## src/rtl/scale_pipeline.sv

```systemverilog
// Elastic multiply pipeline: stage i scales the upstream word by (FACTOR_BASE+i),
// with per-stage valid/ready back-pressure, synchronous flush and a registered occupancy count.
module scale_pipeline #(
    parameter int WIDTH       = 32,
    parameter int STAGES      = 2,
    parameter int FACTOR_BASE = 2
) (
    input  logic                           clock,
    input  logic                           reset,
    input  logic                           io_in_valid,
    output logic                           io_in_ready,
    input  logic [WIDTH-1:0]               io_in_data,
    output logic                           io_out_valid,
    input  logic                           io_out_ready,
    output logic [WIDTH-1:0]               io_out_data,
    input  logic                           io_flush,
    output logic [$clog2(STAGES+1)-1:0]    io_occupancy
);

    localparam int OCC_W = $clog2(STAGES + 1);

    logic [STAGES-1:0] r_valid;
    logic [WIDTH-1:0]  r_data [STAGES];
    logic [OCC_W-1:0]  r_occupancy;

    logic [STAGES:0]   w_ready;
    logic [STAGES-1:0] w_upValid;
    logic [WIDTH-1:0]  w_upData [STAGES];
    logic [WIDTH-1:0]  w_product [STAGES];
    logic [STAGES-1:0] w_load;
    logic [STAGES-1:0] w_validNext;
    logic [OCC_W-1:0]  w_occNext;

    // Ready ripples back from the consumer; a stage can take a word if it is empty
    // or its own word is leaving this cycle. Flush overrides every transfer.
    always_comb begin
        w_ready              = '0;
        w_upValid            = '0;
        w_load               = '0;
        w_validNext          = '0;
        w_occNext            = '0;
        w_ready[STAGES]      = io_out_ready;
        for (int i = STAGES - 1; i >= 0; i--) begin
            w_ready[i] = !r_valid[i] || w_ready[i+1];
        end
        w_upValid[0] = io_in_valid;
        w_upData[0]  = io_in_data;
        for (int i = 1; i < STAGES; i++) begin
            w_upValid[i] = r_valid[i-1];
            w_upData[i]  = r_data[i-1];
        end
        for (int i = 0; i < STAGES; i++) begin
            w_product[i]   = w_upData[i] * WIDTH'(FACTOR_BASE + i);
            w_load[i]      = w_upValid[i] && w_ready[i] && !io_flush;
            w_validNext[i] = io_flush ? 1'b0 : (w_ready[i] ? w_upValid[i] : r_valid[i]);
            w_occNext      = w_occNext + OCC_W'(w_validNext[i]);
        end
    end

    always_ff @(posedge clock or negedge reset) begin
        if (!reset) begin
            r_valid     <= '0;
            r_occupancy <= '0;
        end else begin
            r_valid     <= w_validNext;
            r_occupancy <= w_occNext;
        end
    end

    // Data is only meaningful under its valid bit, so it carries no reset.
    always_ff @(posedge clock) begin
        for (int i = 0; i < STAGES; i++) begin
            if (w_load[i]) begin
                r_data[i] <= w_product[i];
            end
        end
    end

    assign io_in_ready  = w_ready[0] && !io_flush;
    assign io_out_valid = r_valid[STAGES-1];
    assign io_out_data  = r_data[STAGES-1];
    assign io_occupancy = r_occupancy;

endmodule
```

## config.mk

```make
export PLATFORM = sky130hd
export DESIGN_NAME = scale_pipeline
export DESIGN_NICKNAME = d
export VERILOG_FILES = /design/src/rtl/scale_pipeline.sv
export SDC_FILE = /design/constraint.sdc
export NUM_CORES = 1
export LEC_CHECK = 0
export CAP_MARGIN = 40
export CORE_MARGIN = 1
export CORE_UTILIZATION = 47
export CTS_CLUSTER_SIZE = 30
export DETAILED_ROUTE_END_ITERATION = 8
export GPL_TIMING_DRIVEN = 0
export PLACE_DENSITY_LB_ADDON = 0.2
export SYNTH_ARGS = -nofsm -noshare
export SYNTH_HDL_FRONTEND = slang
export SYNTH_SLANG_ARGS = --single-unit
```

## constraint.sdc

```tcl
create_clock -name clock -period 3.4 [get_ports clock]
set_input_delay 0.34 -clock clock [delete_from_list [all_inputs] [get_ports clock]]
set_output_delay 0.34 -clock clock [all_outputs]
set_load 0.02 [all_outputs]
```

==> results.sh, run 1 <==
export IMPL_status="finished clean"
export IMPL_r2r_end="r_data[0][60]"
export IMPL_antenna_found_initial=0
export IMPL_p_per_area_nw_per_um2=401.7
export IMPL_syn_avg_cell_area_um2=11.49
export IMPL_cts_buffers=9
export IMPL_hold_path_class="input pin to async pin"
export IMPL_firstDrtPassIters=4
export IMPL_timing_rr_start="r_data[0][2]"
export IMPL_critical_path_top_delay_family="compound AO/OA/AOI/OAI gates"
export IMPL_endpoint_kind="flip-flop"
export IMPL_cts_tree="built"
export IMPL_synthCells=334
export IMPL_cp_num_buf_inv=1
export IMPL_finalSetupViolCount=0
export IMPL_drtIter0Drc=112
export IMPL_post_cts_setup_buffer_count=0
export IMPL_dpl_cell_area_um2=4720
export IMPL_via_per_inst=5.122
export IMPL_fin_area_um2=4900
export IMPL_fmax_mhz=345.9
export IMPL_critPathArrivalTime_ps=2960
export IMPL_grt_pass1_wl_um=11950
export IMPL_mappedNetlistArea_um2=3837
export IMPL_reg2reg_depth=10
export IMPL_routedWlPerCell_um=13.54
export IMPL_ys_seq_elements=66
export IMPL_die_area_um2=8530
export IMPL_gr_total_overflow=0
export IMPL_synth_top_area_share_pct=48.52
export IMPL_clock_skew_ps=14.28
export IMPL_clock_sinks=66
export IMPL_synth_edf_count=62
export IMPL_finalHoldWorstSlack_ps=199.5
export IMPL_rsz0062_at_grt="no"
export IMPL_worst_slew_pin_slew_ps=840.5
export IMPL_maxCapViolCount=0
export IMPL_gp_congestion=0.9024
export IMPL_yosysWarnings=0
export IMPL_maxSlewViolCount=0
export IMPL_pin_count=73
export IMPL_num_antenna_cells=0
export IMPL_fin_crit_sh_pct=85.03
export IMPL_drc_errors=0
export IMPL_drt_total_wl_um=7094
export IMPL_start_kind="flip-flop"
export IMPL_fill_cells=644
export IMPL_cts_hold_buf=0
export IMPL_multi_input_area_um2=1582
export IMPL_max_slew_margin_pct=43.91
export IMPL_clock_path_buffers=2
export IMPL_fp_dieH_um=92.36
export IMPL_reg2reg_slack_ps=510
export IMPL_power_leakage_nw=1.887
export IMPL_crit_chain="ha_1 > inv_1 > fa_1 > nand2b_1 > a211oi_1 > o31ai_1 > nand3_1 > a21oi_1 > o31ai_1 > xor2_1"
export IMPL_dp_hpwl_um=5548
export IMPL_yosysTopAreaCell="edfxtp_1"
export IMPL_fin_tns_setup_ps=0
export IMPL_slowest_delay_ps=420
export IMPL_syn2layout_area_growth_pct=27.68
export IMPL_yosysMostFrequentCell="edfxtp_1"
export IMPL_cp_slowest_cell="fa_1"
export IMPL_yosysUniqueCellTypes=48
export IMPL_cp_required_ps=3470
export IMPL_post_cts_resized=0
export IMPL_crit_start="r_data[0][2]"
export IMPL_yosysSeqAreaShare_pct=51.12
export IMPL_seq_area_um2=1962
export IMPL_synth_flop_cell="edfxtp_1"
export IMPL_grt_max_degree=20
export IMPL_synth_area_leaders="edfxtp_1 49%, ha_1 9.8%, buf_4 6.3%, a21oi_1 3.9%, xnor2_1 3.0%"
export IMPL_cts_root_buf="clkbuf_8"
export IMPL_core_area_um2=7807
export IMPL_gr_usage_all_layers_pct=18.26
export IMPL_nets=485
export IMPL_syn_nets=402
export IMPL_start_util_pct=49.15
export IMPL_peakVddDrop_v=0.0002898
export IMPL_num_vias=2684
export IMPL_final_antenna_net_count=0
export IMPL_h_tree_depth=3
export IMPL_dieWidth_um=92.36
export IMPL_period_needed_ps=2891
export IMPL_clock_latency_ps=340
export IMPL_cp_endpoint="r_data[0][60]"
export IMPL_crit_top_cell="o31ai_1"
export IMPL_clk_pin_slew_ps=70
export IMPL_grt_pass1_vias=2650
export IMPL_hold_violations=0
export IMPL_worstSetupPathType="flip-flop to flip-flop"
export IMPL_port_buffers=70
export IMPL_rows=32
export IMPL_cp_depth=10
export IMPL_final_layout_size_suffix_gt1_share_pct=14.45
export IMPL_ys_async_sr_fraction_pct=6.061
export IMPL_crit_fanout=4
export IMPL_synth_common_cells="62 x edfxtp_1, 32 x buf_4, 30 x a21oi_1, 30 x ha_1, 25 x nand2_1"
per-stage QoR:
step                std cells  utilization (%)  power [W]  worst slack (ps)
finish                    524            62.76   0.001968             508.9
detailed placement        508            60.45   0.001363             586.4
floorplan                 334                -   0.001228             997.8
CTS                       524            62.76   0.001982             517.9
global route              524            62.76   0.002058             338.6
global placement          506            59.82   0.001347             254.5
worst reg2reg max path, stage by stage (launching register included):
cell	delay (ps)
edfxtp_1	400
ha_1	220
inv_1	70
fa_1	420
nand2b_1	200
a211oi_1	400
o31ai_1	180
nand3_1	210
a21oi_1	140
o31ai_1	270
xor2_1	110
placed cells by master, fill, tap and decap left out, types with 6 or more instances in the layout:
master,Yosys,routed
clkdlybuf4s50_1,0,70
inv_1,10,10
edfxtp_1,62,62
clkbuf_8,0,9
a21oi_1,30,30
o21ai_1,8,8
o21ai_0,11,11
nor3_1,6,6
nand2_1,25,25
o21bai_1,7,7
buf_4,32,32
nor2_1,22,22
xor2_1,12,12
clkbuf_1,3,6
xnor2_1,13,13
ha_1,30,30
registers in the layout (all words and copies together) (netlist names):
| register | cells |
|---|---|
| r_data | 62 |
| r_valid | 2 |
| io_occupancy | 2 |
power by group:
part / total (W) / switching [W] / internal, W / leakage (nW)
registers: 0.000958 / 0.0000149 / 0.000943 / 0.628
logic: 0.000389 / 0.000198 / 0.000191 / 1.17
clock network: 0.000621 / 0.000286 / 0.000336 / 0.0941
worst min-delay path by stage:
stage | endpoint | slack (ps) | cells after the start
floorplan | io_occupancy[0] | 40 | 0
global placement | r_data[0][33] | 440 | 0
detailed placement | r_data[0][33] | 460 | 0
CTS | io_occupancy[1] | 190 | 1
global route | io_occupancy[1] | 200 | 1
finish | io_occupancy[1] | 200 | 1
cells by family after synthesis:
| family | Yosys count | share of synthesized area (%) |
|---|---|---|
| compound gates | 91 | 15.49 |
| simple gates | 72 | 9.064 |
| flops | 66 | 51.13 |
| buf+inv | 47 | 7.956 |
| fa+ha+maj | 31 | 10.30 |
| xor+xnor | 25 | 5.706 |
| other cells | 1 | 0.09772 |
| mux | 1 | 0.2609 |
area by class of cell:
class                   instances  area share [%]
clock inverters                 4          0.9193
flip-flops and latches         66           40.04
inverters                      10          0.7661
clock buffers                  12           2.758
well taps                     102           2.605
multi-input cells             221           32.28
plain buffers                  37           5.465
repair buffers                 72           15.17
routing by layer:
layer  wire length [um]  GRT usage [%]
met5                  0              0
met4                116          8.464
met3                486          6.404
met2               3301          28.95
met1               3189          22.29
No activity file was read; power rests on OpenSTA's default activity.
==> run 2: changes to the inputs <==
--- a/config.mk
+++ b/config.mk
@@ -7,9 +7,11 @@
 export LEC_CHECK = 0
 export CAP_MARGIN = 40
 export CORE_MARGIN = 1
-export CORE_UTILIZATION = 47
+export CORE_UTILIZATION = 49
+export CTS_BUF_LIST = sky130_fd_sc_hd__clkbuf_4
 export CTS_CLUSTER_SIZE = 30
 export DETAILED_ROUTE_END_ITERATION = 8
+export GPL_ROUTABILITY_DRIVEN = 1
 export GPL_TIMING_DRIVEN = 0
 export PLACE_DENSITY_LB_ADDON = 0.2
 export SYNTH_ARGS = -nofsm -noshare
==> run 2 against run 1 <==
  * Combinational power about the same
  * Fmax increased by 2.4%
  * Total power decreased by 11%
  * Final area decreased by 2.0%
  * Register-to-register slack improved by 70 ps
  * Worst setup slack improved by 67 ps
  * Hold slack got worse by 63 ps
  * Cell count decreased by 0.57%
  * Critical endpoint unchanged
  * Highest routed layer unchanged
  * Die area decreased by 4.0%
  * Utilization increased by 2.1 points
  * Global-route usage decreased by 0.34 points
  * Critical path depth unchanged
==> results.sh, run 2 (same netlist as run 1, synthesis figures left out) <==
export IMPL_status="finished clean"
export IMPL_crit_start="r_data[0][2]"
export IMPL_top_layer="met4"
export IMPL_gp_congestion=0.9062
export IMPL_worstSetupPathType="flip-flop to flip-flop"
export IMPL_port_buffers=70
export IMPL_gr_usage_all_layers_pct=17.92
export IMPL_cts_root_buf="clkbuf_4"
export IMPL_seq_area_um2=1962
export IMPL_routedWlPerCell_um=13.18
export IMPL_fmax_mhz=354.2
export IMPL_post_cts_setup_buffer_count=0
export IMPL_endpoint_kind="flip-flop"
export IMPL_cp_required_ps=3530
export IMPL_crit_fanout=4
export IMPL_hold_path_class="input pin to async pin"
export IMPL_post_route_util_pct=64.84
export IMPL_drt_total_wl_um=6866
export IMPL_worst_slew_pin_slew_ps=803.4
export IMPL_finalHoldWorstSlack_ps=137.0
export IMPL_rsz0062_at_grt="no"
export IMPL_final_cell_mix="70 x clkdlybuf4s50_1, 62 x edfxtp_1, 32 x buf_4, 30 x a21oi_1, 30 x ha_1"
export IMPL_start_util_pct=51.80
export IMPL_drc_errors=0
export IMPL_fin_tns_setup_ps=0
export IMPL_dieWidth_um=90.50
export IMPL_final_layout_size_suffix_gt1_share_pct=14.49
export IMPL_antenna_found_initial=1
export IMPL_die_area_um2=8189
export IMPL_cp_num_buf_inv=1
export IMPL_regMostFlops="r_data"
export IMPL_wl_met2_um=3310
export IMPL_period_needed_ps=2824
export IMPL_power_leakage_nw=1.849
export IMPL_finalSetupViolCount=0
export IMPL_finalPower_w=0.001751
export IMPL_crit_top_cell="o31ai_1"
export IMPL_post_cts_resized=0
export IMPL_peakVddDrop_v=0.0003828
export IMPL_via_per_inst=5.255
export IMPL_num_vias=2738
export IMPL_core_area_um2=7408
export IMPL_post_place_cells=505
export IMPL_timing_rr_start="r_data[0][2]"
export IMPL_grt_pass1_wl_um=11470
export IMPL_grt_max_degree=20
export IMPL_gr_total_overflow=0
export IMPL_cts_buffers=9
export IMPL_firstDrtPassIters=4
export IMPL_cts_tree="built"
export IMPL_h_tree_depth=3
export IMPL_hold_violations=0
export IMPL_largest_reg_flops=62
export IMPL_clock_path_buffers=2
export IMPL_grt_pass1_vias=2677
export IMPL_wl_met3_um=529
export IMPL_drtIter0Drc=141
export IMPL_dp_hpwl_um=5442
export IMPL_critical_path_top_delay_family="compound AO/OA/AOI/OAI gates"
export IMPL_clk_pin_slew_ps=100
export IMPL_syn2layout_area_growth_pct=25.17
export IMPL_clock_latency_ps=390
export IMPL_cts_hold_buf=0
export IMPL_maxCapViolCount=0
export IMPL_maxSlewViolCount=0
export IMPL_clock_sinks=66
export IMPL_layout_cells_most_common="clkdlybuf4s50_1"
export IMPL_crit_chain="ha_1 > inv_1 > fa_1 > nand2b_1 > a211oi_1 > o31ai_1 > nand3_1 > a21oi_1 > o31ai_1 > xor2_1"
export IMPL_p_per_area_nw_per_um2=364.5
export IMPL_finalNonFillerCells=521
export IMPL_nets=485
export IMPL_rows=31
export IMPL_max_slew_margin_pct=46.44
export IMPL_start_kind="flip-flop"
export IMPL_wl_met1_um=2958
export IMPL_critPathArrivalTime_ps=2960
export IMPL_slowest_delay_ps=420
export IMPL_fin_crit_sh_pct=83.05
export IMPL_fill_cells=576
export IMPL_cp_slowest_cell="fa_1"
export IMPL_clock_skew_ps=11.95
export IMPL_multi_input_area_um2=1582
export IMPL_pin_count=73
export IMPL_final_antenna_net_count=0
export IMPL_fp_dieH_um=90.50
run 2: changes by cell type in the layout (fill, tap and decap cells not counted), sizes merged:
cell    before  now
clkbuf      15   13
clkinv       3    5
bufinv       1    0
diode        0    1
run 2: layer usage:
layer	vias up	track usage (%)
met5	-	0
met2	103	29.55
met3	4	5.135
met4	0	10.22
li1	1372	-
met1	1259	20.85
run 2: per-stage QoR:
step,worst slack [ps],area (um2)
5_1_grt,345.8,4803
3_5_place_dp,602.3,4703
6_report,576.4,4803
3_3_place_gp,270.7,4667
4_1_cts,581.6,4801
2_1_floorplan,997.8,3842
run 2: worst paths after layout:
check / cells after the start / slack, ps / to
max: 10 / 580 / r_data[0][60]
min: 1 / 140 / io_occupancy[0]
min reg2reg: 0 / 480 / r_data[0][33]
max in group asynchronous: 1 / 3090 / io_occupancy[1]
min in group clock: 0 / 480 / r_data[0][33]
max reg2reg: 10 / 580 / r_data[0][60]
run 2: final cells by class:
| class | instances | share of cell area [%] |
|---|---|---|
| timing repair buffer | 72 | 15.21 |
| buffer | 37 | 5.574 |
| clock inverter | 5 | 0.4689 |
| tap | 99 | 2.579 |
| inverter | 10 | 0.7815 |
| clock buffer | 10 | 1.563 |
| antenna | 1 | 0.05210 |
| sequential | 66 | 40.84 |
| multi-input combinational | 221 | 32.93 |
run 2: power by group:
part / switching [W] / total [W] / internal (W)
Combinational: 0.000197 / 0.000386 / 0.000189
Clock: 0.000262 / 0.000408 / 0.000146
Sequential: 0.0000144 / 0.000956 / 0.000942
Total: 0.000474 / 0.00175 / 0.00128
